--- config.mk ---
export PLATFORM = sky130hd
export DESIGN_NAME = seg_scan_mux_flat
export DESIGN_NICKNAME = d
export VERILOG_FILES = /design/src/rtl/seg_scan_mux_if.sv /design/src/rtl/seg_scan_mux.sv /design/src/flat_wrapper.sv
export SDC_FILE = /design/constraint.sdc
export NUM_CORES = 1
export LEC_CHECK = 0
export ABC_AREA = 0
export BUFFER_PORTS_ARGS = -buffer_cell sky130_fd_sc_hd__buf_2
export CAP_MARGIN = 20
export CORE_UTILIZATION = 40
export CTS_CLUSTER_DIAMETER = 200
export DETAILED_ROUTE_END_ITERATION = 8
export GPL_TIMING_DRIVEN = 1
export PLACE_DENSITY = 0.66
export SYNTH_ARGS = -nofsm -noshare
export SYNTH_HDL_FRONTEND = slang
export SYNTH_SLANG_ARGS = --single-unit
export TNS_END_PERCENT = 30
--- constraint.sdc ---
create_clock -name clk -period 2.3 [get_ports clk]
set_input_delay 0.345 -clock clk [delete_from_list [all_inputs] [get_ports clk]]
set_output_delay 0.345 -clock clk [all_outputs]
set_load 0.02 [all_outputs]
--- src/rtl/seg_scan_mux_if.sv ---
// seg_scan_mux_if: bundle of the channel inputs and display outputs for the
// seven-segment scan multiplexer.
//   ch_data    : NUM_CH*WIDTH flattened channel words, channel k at [k*WIDTH +: WIDTH]
//   ch_enable  : NUM_CH per-channel scan enables
//   mode       : 0 = auto-scan, 1 = manual select
//   man_sel    : SEL_W manual channel index
//   mux_out    : WIDTH registered selected word
//   digit_en_n : NUM_CH registered active-low one-hot digit enable
//   cur_sel    : SEL_W index of the currently selected channel
//   scan_tick  : one-clock pulse on every channel change
// master drives the channel inputs; slave is the multiplexer itself.
interface seg_scan_mux_if #(
  parameter int WIDTH  = 7,
  parameter int NUM_CH = 4
);
  localparam int SEL_W = $clog2(NUM_CH);

  logic [NUM_CH*WIDTH-1:0] ch_data;
  logic [NUM_CH-1:0]       ch_enable;
  logic                    mode;
  logic [SEL_W-1:0]        man_sel;
  logic [WIDTH-1:0]        mux_out;
  logic [NUM_CH-1:0]       digit_en_n;
  logic [SEL_W-1:0]        cur_sel;
  logic                    scan_tick;

  modport master (
    output ch_data, ch_enable, mode, man_sel,
    input  mux_out, digit_en_n, cur_sel, scan_tick
  );

  modport slave (
    input  ch_data, ch_enable, mode, man_sel,
    output mux_out, digit_en_n, cur_sel, scan_tick
  );
endinterface

--- src/rtl/seg_scan_mux.sv ---
// seg_scan_mux: N-channel time multiplexer for the seven-segment display path.
// Scans NUM_CH words of WIDTH bits round-robin, DWELL clocks per channel,
// skipping disabled channels, with a manual-select mode.
// Ports:
//   clk   : system clock, rising edge
//   rst_n : asynchronous active-low reset
//   bus   : seg_scan_mux_if.slave (channel inputs, registered display outputs)
// Optional build macro BLANK_EN: every channel change inserts BLANK_CYCLES
// clocks of dark digits before the new channel is shown.
module seg_scan_mux #(
  parameter int WIDTH        = 7,
  parameter int NUM_CH       = 4,
  parameter int DWELL        = 50000,
  parameter int BLANK_CYCLES = 8
) (
  input  logic          clk,
  input  logic          rst_n,
  seg_scan_mux_if.slave bus
);
  localparam int SEL_W = $clog2(NUM_CH);
  localparam int CNT_W = $clog2(DWELL);

  if (NUM_CH < 2) begin : g_bad_num_ch
    $error("seg_scan_mux: NUM_CH must be at least 2");
  end
  if (DWELL < 2) begin : g_bad_dwell
    $error("seg_scan_mux: DWELL must be at least 2");
  end
  if (BLANK_CYCLES < 1) begin : g_bad_blank
    $error("seg_scan_mux: BLANK_CYCLES must be at least 1");
  end

  typedef enum logic {SHOW, BLANK} state_t;

  state_t            state, state_n;
  logic [SEL_W-1:0]  sel, sel_n;
  logic [CNT_W-1:0]  cnt, cnt_n;
  logic              tick, tick_n;
  logic [WIDTH-1:0]  mux_q, mux_n;
  logic [NUM_CH-1:0] den_q, den_n;

  logic [SEL_W-1:0]  nxt;
  logic [SEL_W-1:0]  target;
  logic [WIDTH-1:0]  word;
  logic [NUM_CH-1:0] onehot_n;
  logic              any_en;
  logic              man_ok;
  logic              change;

`ifdef BLANK_EN
  localparam int BCNT_W = $clog2(BLANK_CYCLES + 1);
  logic [BCNT_W-1:0] bcnt, bcnt_n;
`endif

  // Next enabled channel strictly above sel, wrapping. When sel itself is
  // disabled this is also the lowest enabled index at or above sel.
  always_comb begin
    logic             found;
    logic [SEL_W-1:0] idx;
    nxt   = sel;
    found = 1'b0;
    for (int unsigned i = 1; i < NUM_CH; i++) begin
      idx = SEL_W'((32'(sel) + i) % NUM_CH);
      if (!found && bus.ch_enable[idx]) begin
        nxt   = idx;
        found = 1'b1;
      end
    end
  end

  always_comb begin
    word     = '0;
    onehot_n = '1;
    for (int unsigned k = 0; k < NUM_CH; k++) begin
      if (sel == SEL_W'(k)) begin
        word        = bus.ch_data[k*WIDTH +: WIDTH];
        onehot_n[k] = 1'b0;
      end
    end
  end

  assign any_en = |bus.ch_enable;
  assign man_ok = (32'(bus.man_sel) < NUM_CH) && bus.ch_enable[bus.man_sel];

  always_comb begin
    state_n = state;
    sel_n   = sel;
    cnt_n   = cnt;
    tick_n  = 1'b0;
    mux_n   = mux_q;
    den_n   = den_q;
    target  = sel;
    change  = 1'b0;
`ifdef BLANK_EN
    bcnt_n  = bcnt;
`endif
    case (state)
      SHOW: begin
        mux_n = word;
        den_n = onehot_n;
        // Priority: nothing enabled, valid manual pick, current channel
        // dropped, then manual hold / auto dwell expiry.
        if (!any_en) begin
          cnt_n = '0;
          mux_n = '0;
          den_n = '1;
        end else if (bus.mode && man_ok) begin
          cnt_n  = '0;
          target = bus.man_sel;
          change = (bus.man_sel != sel);
        end else if (!bus.ch_enable[sel]) begin
          cnt_n  = '0;
          target = nxt;
          change = 1'b1;
        end else if (bus.mode) begin
          cnt_n = '0;
        end else if (cnt == CNT_W'(DWELL - 1)) begin
          cnt_n  = '0;
          target = nxt;
          change = (nxt != sel);
        end else begin
          cnt_n = cnt + CNT_W'(1);
        end
        if (change) begin
          sel_n  = target;
          tick_n = 1'b1;
`ifdef BLANK_EN
          state_n = BLANK;
          bcnt_n  = '0;
`endif
        end
      end
`ifdef BLANK_EN
      BLANK: begin
        mux_n = '0;
        den_n = '1;
        if (bcnt == BCNT_W'(BLANK_CYCLES - 1)) begin
          state_n = SHOW;
        end else begin
          bcnt_n = bcnt + BCNT_W'(1);
        end
      end
`endif
      default: state_n = SHOW;
    endcase
  end

  always_ff @(posedge clk or negedge rst_n) begin
    if (!rst_n) begin
      state <= SHOW;
      sel   <= '0;
      cnt   <= '0;
      tick  <= 1'b0;
      mux_q <= '0;
      den_q <= '1;
    end else begin
      state <= state_n;
      sel   <= sel_n;
      cnt   <= cnt_n;
      tick  <= tick_n;
      mux_q <= mux_n;
      den_q <= den_n;
    end
  end

`ifdef BLANK_EN
  always_ff @(posedge clk or negedge rst_n) begin
    if (!rst_n) begin
      bcnt <= '0;
    end else begin
      bcnt <= bcnt_n;
    end
  end
`endif

  assign bus.mux_out    = mux_q;
  assign bus.digit_en_n = den_q;
  assign bus.cur_sel    = sel;
  assign bus.scan_tick  = tick;
endmodule

--- src/flat_wrapper.sv ---
// flat-port wrapper written by rule: the top's interface ports become plain ports
module seg_scan_mux_flat 
#(
  parameter int WIDTH        = 7,
  parameter int NUM_CH       = 4,
  parameter int DWELL        = 50000,
  parameter int BLANK_CYCLES = 8
)
  (clk, rst_n, bus_ch_data, bus_ch_enable, bus_mode, bus_man_sel, bus_mux_out, bus_digit_en_n, bus_cur_sel, bus_scan_tick);
  seg_scan_mux_if #(.WIDTH(WIDTH), .NUM_CH(NUM_CH)) bus_i ();
  input  logic clk;
  input  logic rst_n;
  input wire logic [$bits(bus_i.ch_data)-1:0] bus_ch_data;
  input wire logic [$bits(bus_i.ch_enable)-1:0] bus_ch_enable;
  input wire logic [$bits(bus_i.mode)-1:0] bus_mode;
  input wire logic [$bits(bus_i.man_sel)-1:0] bus_man_sel;
  output wire logic [$bits(bus_i.mux_out)-1:0] bus_mux_out;
  output wire logic [$bits(bus_i.digit_en_n)-1:0] bus_digit_en_n;
  output wire logic [$bits(bus_i.cur_sel)-1:0] bus_cur_sel;
  output wire logic [$bits(bus_i.scan_tick)-1:0] bus_scan_tick;
  assign bus_i.ch_data = bus_ch_data;
  assign bus_i.ch_enable = bus_ch_enable;
  assign bus_i.mode = bus_mode;
  assign bus_i.man_sel = bus_man_sel;
  assign bus_mux_out = bus_i.mux_out;
  assign bus_digit_en_n = bus_i.digit_en_n;
  assign bus_cur_sel = bus_i.cur_sel;
  assign bus_scan_tick = bus_i.scan_tick;
  seg_scan_mux #(.WIDTH(WIDTH), .NUM_CH(NUM_CH), .DWELL(DWELL), .BLANK_CYCLES(BLANK_CYCLES)) u_core (.clk(clk), .rst_n(rst_n), .bus(bus_i));
endmodule
# After elaboration in Yosys (flattened, before gate mapping)
# Cells that the tools add are included.
# classes
shift	0
multipliers	0
eq_ne	8
muxes	40
n_div	0
n_bitwise	0
n_lt_le_gt_ge	5
n_reduce_logical	8
n_addsub	4
# op_table
op	n
two-way mux 16 bit	5
two-way mux 7 bit	5
two-way mux 1 bit	17
adder 16 x 1 -> 16 bit, second input constant	1
== test 16 bit, second input constant	1
less-than comparator 2 x 3 -> 1 bit, second input constant	5
two-way mux 2 bit	7
binary-select mux 1 bit (select 2 bit)	5
!= test 3 x 2 -> 1 bit, second input constant	2
adder 2 bit, second input constant	2
== test 2 bit, second input constant	2
two-way mux 4 bit	1
!= test 2 bit	2
AND reduction 4 bit	1
OR reduction 4 bit	1
logical AND 1 bit	3
adder 2 x 1 -> 2 bit, second input constant	1
== test 2 x 1 -> 1 bit, second input constant	1
logical NOT 1 bit	2
logical NOT 2 bit	1
# word_totals
reg_bits	30
n_memories	0
mem_bits_rw	0
latch_bits	0
inputBits	37
romBits	0
wordCells	70

# Longest topological paths before layout
# logic_depth
word_depth	17
ltp_mapped	9
ltp_nobuf	8

# Worst setup path after synthesis
# No wires, ideal clock.
# synth_timing
kind	reg2reg
startpoint	register u_core.sel[0], in the netlist u_core.bus.cur_sel[0]
endpoint	register u_core.sel[1], in the netlist u_core.bus.cur_sel[1]
t_required_ps	2166
slack_ps	-11
n_path_buf	1
t_arrival_ps	2178
setup_time_ps	134
path_stages_with_launch	8
cell_sequence	dfrtp_1 > buf_4 > inv_1 > ha_1 > mux4_2 > or3_1 > a221oi_1 > mux2i_1
# synth_via
elab_chain_len	17
word_cells_on_any_way	34
classes_between	add/sub: 3; eq/ne: 4; mux: 22; reduce/logical: 5
# synth_rtl
item	line	source
start: declaration	seg_scan_mux.sv:36	logic [SEL_W-1:0] sel, sel_n;
start signal: assignment	seg_scan_mux.sv:158	sel <= sel_n;
adder 2 x 1 -> 2 bit	seg_scan_mux.sv:63	idx = SEL_W'((32'(sel) + i) % NUM_CH);
binary-select mux 1 bit (select 2 bit)	seg_scan_mux.sv:64	if (!found && bus.ch_enable[idx]) begin
two-way mux 1 bit (not written as such)	seg_scan_mux.sv:64	
two-way mux 1 bit	seg_scan_mux.sv:64	
logical NOT 1 bit	seg_scan_mux.sv:64	
logical AND 1 bit	seg_scan_mux.sv:64	
two-way mux 1 bit	seg_scan_mux.sv:64	
logical NOT 1 bit	seg_scan_mux.sv:64	
logical AND 1 bit	seg_scan_mux.sv:64	
two-way mux 2 bit	seg_scan_mux.sv:64	
!= test 2 bit	seg_scan_mux.sv:120	change = (nxt != sel);
two-way mux 1 bit	seg_scan_mux.sv:117	end else if (cnt == CNT_W'(DWELL - 1)) begin
two-way mux 1 bit	seg_scan_mux.sv:115	end else if (bus.mode) begin
two-way mux 1 bit	seg_scan_mux.sv:111	end else if (!bus.ch_enable[sel]) begin
two-way mux 1 bit	seg_scan_mux.sv:107	end else if (bus.mode && man_ok) begin
two-way mux 1 bit	seg_scan_mux.sv:103	if (!any_en) begin
AND reduction 4 bit (no line)	--	
# Parallel ways exist; a longest one is shown, timed or not. The select of a mux whose other input is x is not followed.
# A chain may end at the register's enable or synchronous reset.

# Final worst setup path
# Ends and elaborated chain as after synthesis.

==> run_results.csv <==
group,metric,value,unit
placed_design,place_congestion,0.890,
clocking,insertion_delay,280,ps
worst_setup_path,cp-start-kind,"register",
timing,hold_violations,0,
worst_setup_path,critPathMaxFanout,5,
timing,final.min_clock_period,1990,ps
layout,fin_util,0.516,
layout,drive_gt1_frac,0.303,
layout,area_growth,23.6,%
floorplanning,initial_core_util,0.418,
floorplanning,fp.dieH,69.7,um
yosys,async_flop_share,1.00,
clocking,postCtsSetupRepairBufs,0,
yosys,yosys.area.top_type,"dfrtp_1",
power,ir_drop,0.673,mV
routing,ant_nets,0,
power,p_leak,0.00104,uW
yosys,synthesis.area,0.00183,mm^2
timing,clock.fmax,503,MHz
clocking,hold_buffers,0,
routing,post-route-drc-count,0,
floorplanning,boundaryPins,51,
clocking,cts_tree,"built",
floorplanning,die_area,0.00485,mm^2
timing,tightestPinTransition,649,ps
timing,tns,0,ps
yosys,synthCells,199,
clocking,cts_root_buf,"clkbuf_8",
routing,vias,1557,
yosys,synth_area_leaders,"dfrtp_1 36%, nor2_1 6.8%, dfstp_2 5.7%, xor2_1 4.8%, a221oi_1 3.8%",
worst_setup_path,end_kind,"register",
timing,skew,6.88,ps
timing,setup_viol,0,
yosys,synth_common_cells,"33 x nor2_1, 26 x dfrtp_1, 16 x nand2_1",
yosys,synth_warnings,0,
routing,wl_per_cell,12.0,um
timing,grt_setup_unrepaired,"false",
global_route,antenna_found_initial,0,
power,pwr_density_cell,1160,mW/mm^2
floorplanning,die_w,69.7,um
worst_setup_path,cp.arrival,2140,ps
routing,first_iter_violations,86,
floorplanning,rows,24,
yosys,synth_nets,241,
placed_design,port_buffers,50,
routing,drt_wl_total,3.64,mm
timing,period_share,0.865,
yosys,synth_most_common_cell,"nor2_1",
placed_design,place.detailed.hpwl,2.76,mm
clocking,cts.clk_slew.worst_paths,70,ps
global_route,overflow,0,
worst_setup_path,slowest_stage,"dfrtp_2",
clocking,numCtsBuffers,5,
clocking,cts_htree_levels,2,
run,drv_cap,0,
yosys,synthFlopType,"dfrtp_1",
global_route,grt_max_degree,31,
worst_setup_path,cp.required,2450,ps
hold_path,hp-class,"primary input to async pin",
clocking,cts.sinks,30,
worst_setup_path,path_cells,"inv_1 > ha_1 > mux4_2 > or3_1 > a221oi_1 > mux2i_1",
yosys,seq_area_frac_synth,0.413,
global_route,grt_usage,0.161,
timing,maxSlewHeadroom,0.568,
routing,vias_per_cell,5.14,
layout,diodes,0,
layout,layout.nets,292,
worst_setup_path,cpPeakStageDelay,400,ps
yosys,synth_cell_types,39,
yosys,ys_ff_latch,30,
clocking,postCtsResizedCells,0,
routing,dr.pass1.iters,4,
floorplanning,core_area,0.00438,mm^2
yosys,synth_edf_count,0,
global_route,first_global_vias,1465,
global_route,grt_pass1_wl,6.33,mm
clocking,cts.path.max_buffers,2,
timing,slew_viol_final,0,
outcome,run_status,"completed",
worst_setup_path,critPathKind,"register to register",
yosys,syn_avg_cell_area,9.20,um^2
yosys,yosysTopAreaCellShare,0.355,
kinds of logic (layout without fill, tap and decap cells):
kind of cell,Yosys count,after routing,synth area share
compound gates,32,32,0.124
xor+xnor,16,16,0.0766
fa+ha+maj,5,5,0.0342
buf+inv,16,68,0.0458
flops,30,30,0.413
mux,9,9,0.0581
simple gates,91,91,0.249
area by class of cell:
type,instances,area (um^2)
inverters,5,18.8
well taps,52,65.1
repair buffers,55,288
clock buffers,6,82.6
multi-input cells,153,991
flip-flops and latches,30,757
fillers,396,2120
clock inverters,2,60.1
critical path, delay by kind of cell, from the launching register on:
kind	cells	cell delay (ps)
flip-flops	1	400
adder cells (fa/ha/maj)	1	300
AO/OA/AOI/OAI	1	240
AND/OR/NAND/NOR	1	390
buffers and inverters	1	120
multiplexers	2	430
routing by layer:
metal  GRT usage  share of wire  vias to the layer above
met5           0              0                        -
met1       0.209           0.46                      705
met3      0.0407          0.064                        5
met4      0.0622          0.011                        0
met2       0.260           0.47                       50
li1            -              -                      797
metrics by stage:
stage | instance area (um^2) | std cells | setup WS [ps] | hold WS, ps | total power, uW
2_1_floorplan | 1830 | 199 | 64.1 | 49.4 | 1680
3_3_place_gp | 2120 | 295 | 333 | 413 | 1990
3_5_place_dp | 2120 | 295 | 282 | 408 | 1990
4_1_cts | 2260 | 303 | 280 | 105 | 2660
5_1_grt | 2260 | 303 | 188 | 145 | 2830
6_report | 2260 | 303 | 311 | 88.4 | 2630
path summary, 6_finish.rpt:
path                                       start                    end  slack (ps)  depth (start not counted)
min in group clk                 bus_ch_data[25]  u_core.bus.mux_out[4]         310                          3
setup / recovery           u_core.bus.cur_sel[0]  u_core.bus.cur_sel[1]         310                          6
setup reg to reg           u_core.bus.cur_sel[0]  u_core.bus.cur_sel[1]         310                          6
hold reg to reg                    u_core.cnt[0]          u_core.cnt[0]         460                          1
hold / removal                             rst_n          u_core.cnt[7]          90                          1
max in group asynchronous                  rst_n  u_core.bus.cur_sel[0]        1750                          1
flip-flops by register name (all words and copies together) (netlist names):
register               flops
u_core.bus.cur_sel         2
u_core.bus.digit_en_n      4
u_core.bus.mux_out         7
u_core.bus.scan_tick       1
u_core.cnt                16
cells in the final DEF (no fill, tap or decap), types with 2 or more instances in the layout:
| master | Yosys | final |
|---|---|---|
| a21oi_1 | 10 | 10 |
| a221oi_1 | 8 | 8 |
| and3_1 | 4 | 4 |
| buf_2 | 4 | 50 |
| buf_4 | 1 | 5 |
| bufinv_16 | 0 | 2 |
| clkbuf_8 | 0 | 6 |
| dfrtp_1 | 26 | 25 |
| dfstp_2 | 4 | 4 |
| ha_1 | 5 | 5 |
| inv_1 | 5 | 5 |
| mux2_2 | 3 | 3 |
| mux2i_1 | 5 | 5 |
| nand2_1 | 16 | 16 |
| nand2b_1 | 2 | 2 |
| nand3_1 | 8 | 8 |
| nor2_1 | 33 | 33 |
| nor2b_1 | 8 | 8 |
| nor3_1 | 10 | 10 |
| nor4_2 | 2 | 2 |
| nor4bb_1 | 2 | 2 |
| o21ai_0 | 3 | 3 |
| o22ai_1 | 3 | 3 |
| or4_1 | 2 | 2 |
| xnor2_1 | 6 | 6 |
| xor2_1 | 10 | 10 |
where the power goes:
group	switching, uW	internal [uW]
sequential	39.0	677
clock	194	462
combinational	745	516
No activity file was read; power rests on OpenSTA's default activity.
